File: src/rtl/imem_loader_pkg.sv
// imem_loader_pkg: shared types and constants for the IMEM boot loader.
// Build option IMEM_LOADER_CHECKSUM_EN adds the CHECK state.
package imem_loader_pkg;

  localparam int BYTES_PER_WORD = 4;
  localparam int DEPTH_DEF      = 256;
  localparam int LEN_W          = 16;

  typedef enum logic [2:0] {
    S_IDLE,
    S_RECV,
    S_WRITE,
    S_DONE
`ifdef IMEM_LOADER_CHECKSUM_EN
    , S_CHECK
`endif
  } state_e;

endpackage

File: src/rtl/imem_loader_if.sv
// imem_loader_if: byte stream input and IMEM write port of the loader.
// master = loader side, slave = stream source / IMEM side.
interface imem_loader_if;
  import imem_loader_pkg::*;

  logic [7:0]  byte_i;
  logic        byte_valid_i;
  logic        byte_ready_o;
  logic        we_o;
  logic [31:0] waddr_o;
  logic [31:0] wdata_o;

  modport master (
    input  byte_i, byte_valid_i,
    output byte_ready_o, we_o, waddr_o, wdata_o
  );

  modport slave (
    output byte_i, byte_valid_i,
    input  byte_ready_o, we_o, waddr_o, wdata_o
  );

endinterface

File: src/rtl/imem_loader_word_assembler.sv
// word_assembler: packs bytes little-endian into a 32-bit word.
// full_o flags the cycle in which the last byte of a word is loaded.
module word_assembler
  import imem_loader_pkg::*;
(
  input  logic        clk_i,
  input  logic        rst_ni,
  input  logic        clear_i,
  input  logic [7:0]  byte_i,
  input  logic        load_i,
  output logic [31:0] word_o,
  output logic        full_o
);

  logic [1:0]  cnt;
  logic [31:0] word;

  always_ff @(posedge clk_i or negedge rst_ni) begin
    if (!rst_ni) begin
      cnt  <= '0;
      word <= '0;
    end else if (clear_i) begin
      cnt  <= '0;
      word <= '0;
    end else if (load_i) begin
      word[{cnt, 3'b000} +: 8] <= byte_i;
      cnt <= cnt + 2'd1;
    end
  end

  assign word_o = word;
  assign full_o = load_i && (cnt == 2'(BYTES_PER_WORD - 1));

endmodule

File: src/rtl/imem_loader.sv
// imem_loader: boot-time byte stream to IMEM word loader; holds the CPU via busy_o.
// Build option IMEM_LOADER_CHECKSUM_EN adds a trailer check and csum_o.
module imem_loader
  import imem_loader_pkg::*;
#(
  parameter int DEPTH = DEPTH_DEF
) (
  input  logic             clk_i,
  input  logic             rst_ni,
  input  logic             start_i,
  input  logic [LEN_W-1:0] len_i,
  imem_loader_if.master    bus,
  output logic             busy_o,
  output logic             done_o,
`ifdef IMEM_LOADER_CHECKSUM_EN
  output logic [31:0]      csum_o,
`endif
  output logic             err_o
);

`ifdef IMEM_LOADER_CHECKSUM_EN
  localparam state_e LAST_ST = S_CHECK;
  logic [31:0] csum;
`else
  localparam state_e LAST_ST = S_DONE;
`endif

  state_e           state, next;
  logic [LEN_W-1:0] len_q, word_cnt;
  logic [31:0]      waddr, wdata;
  logic             err;
  logic             ready, we, busy, done;
  logic             asm_clear, asm_load, asm_full;
  logic [31:0]      asm_word, asm_next;
  logic             over_len;

  assign over_len = 32'(len_i) > 32'(DEPTH);
  assign asm_load = ready && bus.byte_valid_i;
  // Word including the byte being accepted this cycle.
  assign asm_next = {bus.byte_i, asm_word[23:0]};

  word_assembler u_asm (
    .clk_i  (clk_i),
    .rst_ni (rst_ni),
    .clear_i(asm_clear),
    .byte_i (bus.byte_i),
    .load_i (asm_load),
    .word_o (asm_word),
    .full_o (asm_full)
  );

  always_comb begin
    next      = state;
    ready     = 1'b0;
    we        = 1'b0;
    busy      = 1'b1;
    done      = 1'b0;
    asm_clear = 1'b0;
    unique case (state)
      S_IDLE: begin
        busy = 1'b0;
        if (start_i) begin
          asm_clear = 1'b1;
          if (len_i == '0) next = LAST_ST;
          else if (!over_len) next = S_RECV;
        end
      end
      S_RECV: begin
        ready = 1'b1;
        if (asm_full) next = S_WRITE;
      end
      S_WRITE: begin
        we = 1'b1;
        if (word_cnt + 1'b1 == len_q) next = LAST_ST;
        else next = S_RECV;
      end
`ifdef IMEM_LOADER_CHECKSUM_EN
      S_CHECK: begin
        ready = 1'b1;
        if (asm_full) next = S_DONE;
      end
`endif
      S_DONE: begin
        done = 1'b1;
        next = S_IDLE;
      end
      default: next = S_IDLE;
    endcase
  end

  always_ff @(posedge clk_i or negedge rst_ni) begin
    if (!rst_ni) begin
      state    <= S_IDLE;
      len_q    <= '0;
      word_cnt <= '0;
      waddr    <= '0;
      wdata    <= '0;
      err      <= 1'b0;
`ifdef IMEM_LOADER_CHECKSUM_EN
      csum     <= '0;
`endif
    end else begin
      state <= next;
      if (state == S_IDLE && start_i) begin
        len_q    <= len_i;
        word_cnt <= '0;
        err      <= over_len;
`ifdef IMEM_LOADER_CHECKSUM_EN
        csum     <= '0;
`endif
      end
      // Address and data latch here and hold until the next word.
      if (state == S_RECV && asm_full) begin
        waddr <= {{(30 - LEN_W){1'b0}}, word_cnt, 2'b00};
        wdata <= asm_next;
      end
      if (state == S_WRITE) begin
        word_cnt <= word_cnt + 1'b1;
`ifdef IMEM_LOADER_CHECKSUM_EN
        csum     <= csum + wdata;
`endif
      end
`ifdef IMEM_LOADER_CHECKSUM_EN
      if (state == S_CHECK && asm_full && asm_next != csum) err <= 1'b1;
`endif
    end
  end

  assign bus.byte_ready_o = ready;
  assign bus.we_o         = we;
  assign bus.waddr_o      = waddr;
  assign bus.wdata_o      = wdata;
  assign busy_o           = busy;
  assign done_o           = done;
  assign err_o            = err;
`ifdef IMEM_LOADER_CHECKSUM_EN
  assign csum_o           = csum;
`endif

endmodule

File: src/flat_wrapper.sv
// flat-port wrapper written by rule: the top's interface ports become plain ports
module imem_loader_flat import imem_loader_pkg::*;
#(
  parameter int DEPTH = DEPTH_DEF
)
  (clk_i, rst_ni, start_i, len_i, busy_o, done_o, err_o, bus_byte_i, bus_byte_valid_i, bus_byte_ready_o, bus_we_o, bus_waddr_o, bus_wdata_o);
  imem_loader_if bus_i ();
  input  logic clk_i;
  input  logic rst_ni;
  input  logic start_i;
  input  logic [LEN_W-1:0] len_i;
  output logic busy_o;
  output logic done_o;
  output logic err_o;
  input wire logic [$bits(bus_i.byte_i)-1:0] bus_byte_i;
  input wire logic [$bits(bus_i.byte_valid_i)-1:0] bus_byte_valid_i;
  output wire logic [$bits(bus_i.byte_ready_o)-1:0] bus_byte_ready_o;
  output wire logic [$bits(bus_i.we_o)-1:0] bus_we_o;
  output wire logic [$bits(bus_i.waddr_o)-1:0] bus_waddr_o;
  output wire logic [$bits(bus_i.wdata_o)-1:0] bus_wdata_o;
  assign bus_i.byte_i = bus_byte_i;
  assign bus_i.byte_valid_i = bus_byte_valid_i;
  assign bus_byte_ready_o = bus_i.byte_ready_o;
  assign bus_we_o = bus_i.we_o;
  assign bus_waddr_o = bus_i.waddr_o;
  assign bus_wdata_o = bus_i.wdata_o;
  imem_loader #(.DEPTH(DEPTH)) u_core (.clk_i(clk_i), .rst_ni(rst_ni), .start_i(start_i), .len_i(len_i), .bus(bus_i), .busy_o(busy_o), .done_o(done_o), .err_o(err_o));
endmodule
File: config.mk
export PLATFORM = sky130hd
export DESIGN_NAME = imem_loader_flat
export DESIGN_NICKNAME = d
export VERILOG_FILES = /design/src/rtl/imem_loader_pkg.sv /design/src/rtl/imem_loader_if.sv /design/src/rtl/imem_loader_word_assembler.sv /design/src/rtl/imem_loader.sv /design/src/flat_wrapper.sv
export SDC_FILE = /design/constraint.sdc
export NUM_CORES = 1
export LEC_CHECK = 0
export CAP_MARGIN = 10
export CORE_MARGIN = 2
export CORE_UTILIZATION = 30
export DETAILED_ROUTE_END_ITERATION = 8
export GPL_ROUTABILITY_DRIVEN = 0
export PLACE_DENSITY_LB_ADDON = 0.12
export SETUP_SLACK_MARGIN = 0.5
export SLEW_MARGIN = 20
export SYNTH_ARGS = -nofsm -noshare
export SYNTH_HDL_FRONTEND = slang
export SYNTH_SLANG_ARGS = --single-unit
File: constraint.sdc
create_clock -name clk_i -period 2.55 [get_ports clk_i]
set_input_delay 0.51 -clock clk_i [delete_from_list [all_inputs] [get_ports clk_i]]
set_output_delay 0.51 -clock clk_i [all_outputs]
set_load 0.02 [all_outputs]
==> results.py <==
metrics = {
    "synthesis": {
        "synth-edff-count": 0,
        "synthAdderAreaFrac_pct": 1.25,
        "synth.most_common_cell": "dfrtp_1",
        "synthSimpleGateAreaFrac_pct": 10.1,
        "synth_top_cell_area_share_pct": 54.7,
        "synth.area.top_cells": "dfrtp_1 (55%), mux2_2 (13%), a22o_1 (3.7%)",
        "async_flop_share_pct": 100,
        "netlist_top_cells_count": "dfrtp_1 (109), mux2_2 (56), nand2_1 (31)",
        "synth.distinct_cells": 46,
        "synth_top_family_by_area": "multiplexers",
        "synthFlopType": "dfrtp_1",
        "synth_area_leader_cell": "dfrtp_1",
        "synth-seq-cells": 109,
        "synth_compound_area_share_pct": 10.9,
        "synthMuxAreaShare_pct": 14.0,
        "synthCells": 420,
        "syn_area_per_cell_um2": 11.9,
        "yosys_warnings": 0,
        "ys_seq_area_share_pct": 54.7,
        "synth_area_mm2": 0.00499,
        "synth-xor-area-share_pct": 4.21,
    },
    "job": {
        "cap_violations": 0,
    },
    "status": {
        "status": "finished clean",
    },
    "floorplanning": {
        "initial_utilization_pct": 30.4,
        "rows": 47,
        "io_pins": 97,
        "core-area_mm2": 0.0164,
        "die_h_um": 133,
        "dieArea_mm2": 0.0177,
        "fp.dieW_um": 133,
    },
    "global_routing": {
        "track_usage_pct": 14.6,
        "grtUsageMet2_pct": 24.4,
        "overflow": 0,
        "grt_util_met1_pct": 18.5,
        "grt_pass1_vias": 3609,
        "grt_util_met3_pct": 4.44,
        "grt_pass1_wl_um": 20100,
        "antenna_found_initial": 0,
        "grt_max_degree": 47,
        "grt-busiest-layer": "met2",
    },
    "route": {
        "drt_wl_total_um": 12300,
        "drcViolationCount": 0,
        "drtAntennaViolNets": 0,
        "vias": 3507,
        "vias_per_cell": 4.71,
        "drt_iter0_markers": 239,
        "wl_per_cell_um": 16.5,
        "drtPass1Iterations": 4,
    },
    "timing": {
        "setup_viol": 0,
        "slew_viol_final": 0,
        "hold_viol": 0,
        "fin_crit_ps": 2050,
        "hold_ws_ps": 74.9,
        "skew_ps": 12.6,
        "finalWorstSetupSlack_ps": 495,
        "max_freq_mhz": 487,
        "rsz0062_at_grt": "true",
        "min_period_over_period_pct": 80.6,
        "finalSetupTns_ps": 0,
    },
    "cts": {
        "cts_root_buf": "clkbuf_16",
        "htreeDepth": 3,
        "cts.sinks": 109,
        "clk_pin_slew_ps": 80,
        "cts_buffers": 9,
        "cts_tree": "done",
        "max-clock-path-buffers": 2,
        "clk_latency_ps": 350,
        "cts_hold_buf": 0,
    },
    "placement": {
        "portBuffers": 80,
        "placed_cell_area_mm2": 0.00612,
        "hpwl_um": 8850,
        "placed_cells": 724,
        "pre_cts_slack_ps": 102,
    },
    "setup_path": {
        "worst_setup_path_start_kind": "register",
        "endpoint_kind": "register",
        "worst-path-max-fanout": 9,
        "crit_arrival_ps": 2350,
        "required_ps": 2840,
        "reg2reg_depth": 7,
        "critical_path_class": "register to register",
    },
    "layout": {
        "final_util_pct": 39.6,
        "finish.instance_area_mm2": 0.00650,
        "fin_nets": 552,
        "nFillCells": 1617,
        "layout-drive-gt1-share_pct": 24.8,
        "final_cell_count_no_fill": 744,
        "synthToLayoutAreaGrowth_pct": 30.2,
        "diodes": 0,
    },
    "power": {
        "ir_drop_uv": 367,
        "power_mw": 3.49,
        "power_per_cell_area_mw_per_mm2": 537,
        "p_leak_nw": 2.89,
    },
    "hold_path": {
        "hp-class": "primary input to asynchronous set/reset pin",
    },
}
## what timing repair did
action / in CTS / in global routing
endpoints found under the setup margin: 6 / 3
setup buffers: 3 / 1
pin swaps: 5 / 4
gates resized for setup: 13 / 5
cloned: 0 / 0
## cells by family (layout without fill, tap and decap cells)
group           after synthesis  after routing
simple gates                 96             96
flops                       109            109
buf+inv                      42            131
mux                          62             62
xor+xnor                     24             24
other cells                   1             16
fa+ha+maj                     5              5
compound gates               81             81
## power breakdown
part	switching, mW	leakage, nW	internal [mW]
sequential	0.0347	1.47	1.76
clock	0.707	0.141	0.696
combinational	0.158	1.28	0.128
total	0.900	2.89	2.59
## area by class of cell
type	count	area (µm²)	area share, %
Sequential cell	109	2740	42.1
Multi-Input combinational cell	284	2130	32.8
Timing Repair Buffer	108	1030	15.8
Tap cell	220	275	4.24
Clock buffer	9	225	3.47
Clock inverter	7	73.8	1.14
Inverter	7	26.3	0.404
## flip-flops by register name, summed over array words and instances, names as in the netlist
register             flops
u_core.bus.wdata_o      32
u_core.u_asm.word_o     24
u_core.bus.waddr_o      16
u_core.len_q            16
u_core.word_cnt         16
u_core.state             2
u_core.u_asm.cnt         2
u_core.err_o             1
## metal layers
layer | part of all wire, % | vias to the layer above
li1 | - | 1660
met1 | 44 | 1746
met2 | 50 | 90
met3 | 4.7 | 11
met4 | 1.3 | 0
met5 | 0 | -
## critical path: stages, from the launching register on
cell and delay (ps):
dfrtp_1 410, buf_4 170, and4_2 280, and2_4 220, a21oi_2 80, or4_4 530
nor3_2 130, a41o_1 180
## placed cells by master, fill, tap and decap left out, types with 9 or more instances in the layout
cell and instances:
mux2_2 56, nand2_1 30, conb_1 16, o21ai_0 29
buf_4 27, xnor2_1 17, clkbuf_16 9, a21oi_1 12
a22o_1 21, dfrtp_1 103, clkdlybuf4s50_1 75, nor2_1 18
## path summary, 6_finish.rpt
check	slack [ps]	end	startpoint
worst max register to register	500	u_core.state[1]	u_core.word_cnt[0]
worst max-delay path	500	u_core.state[1]	u_core.word_cnt[0]
max in group asynchronous	1830	u_core.word_cnt[10]	rst_ni
min in group clk_i	480	u_core.bus.waddr_o[12]	u_core.bus.waddr_o[12]
worst min register to register	480	u_core.bus.waddr_o[12]	u_core.bus.waddr_o[12]
worst min-delay path	70	u_core.bus.waddr_o[6]	rst_ni
No activity file was read; power rests on OpenSTA's default activity.
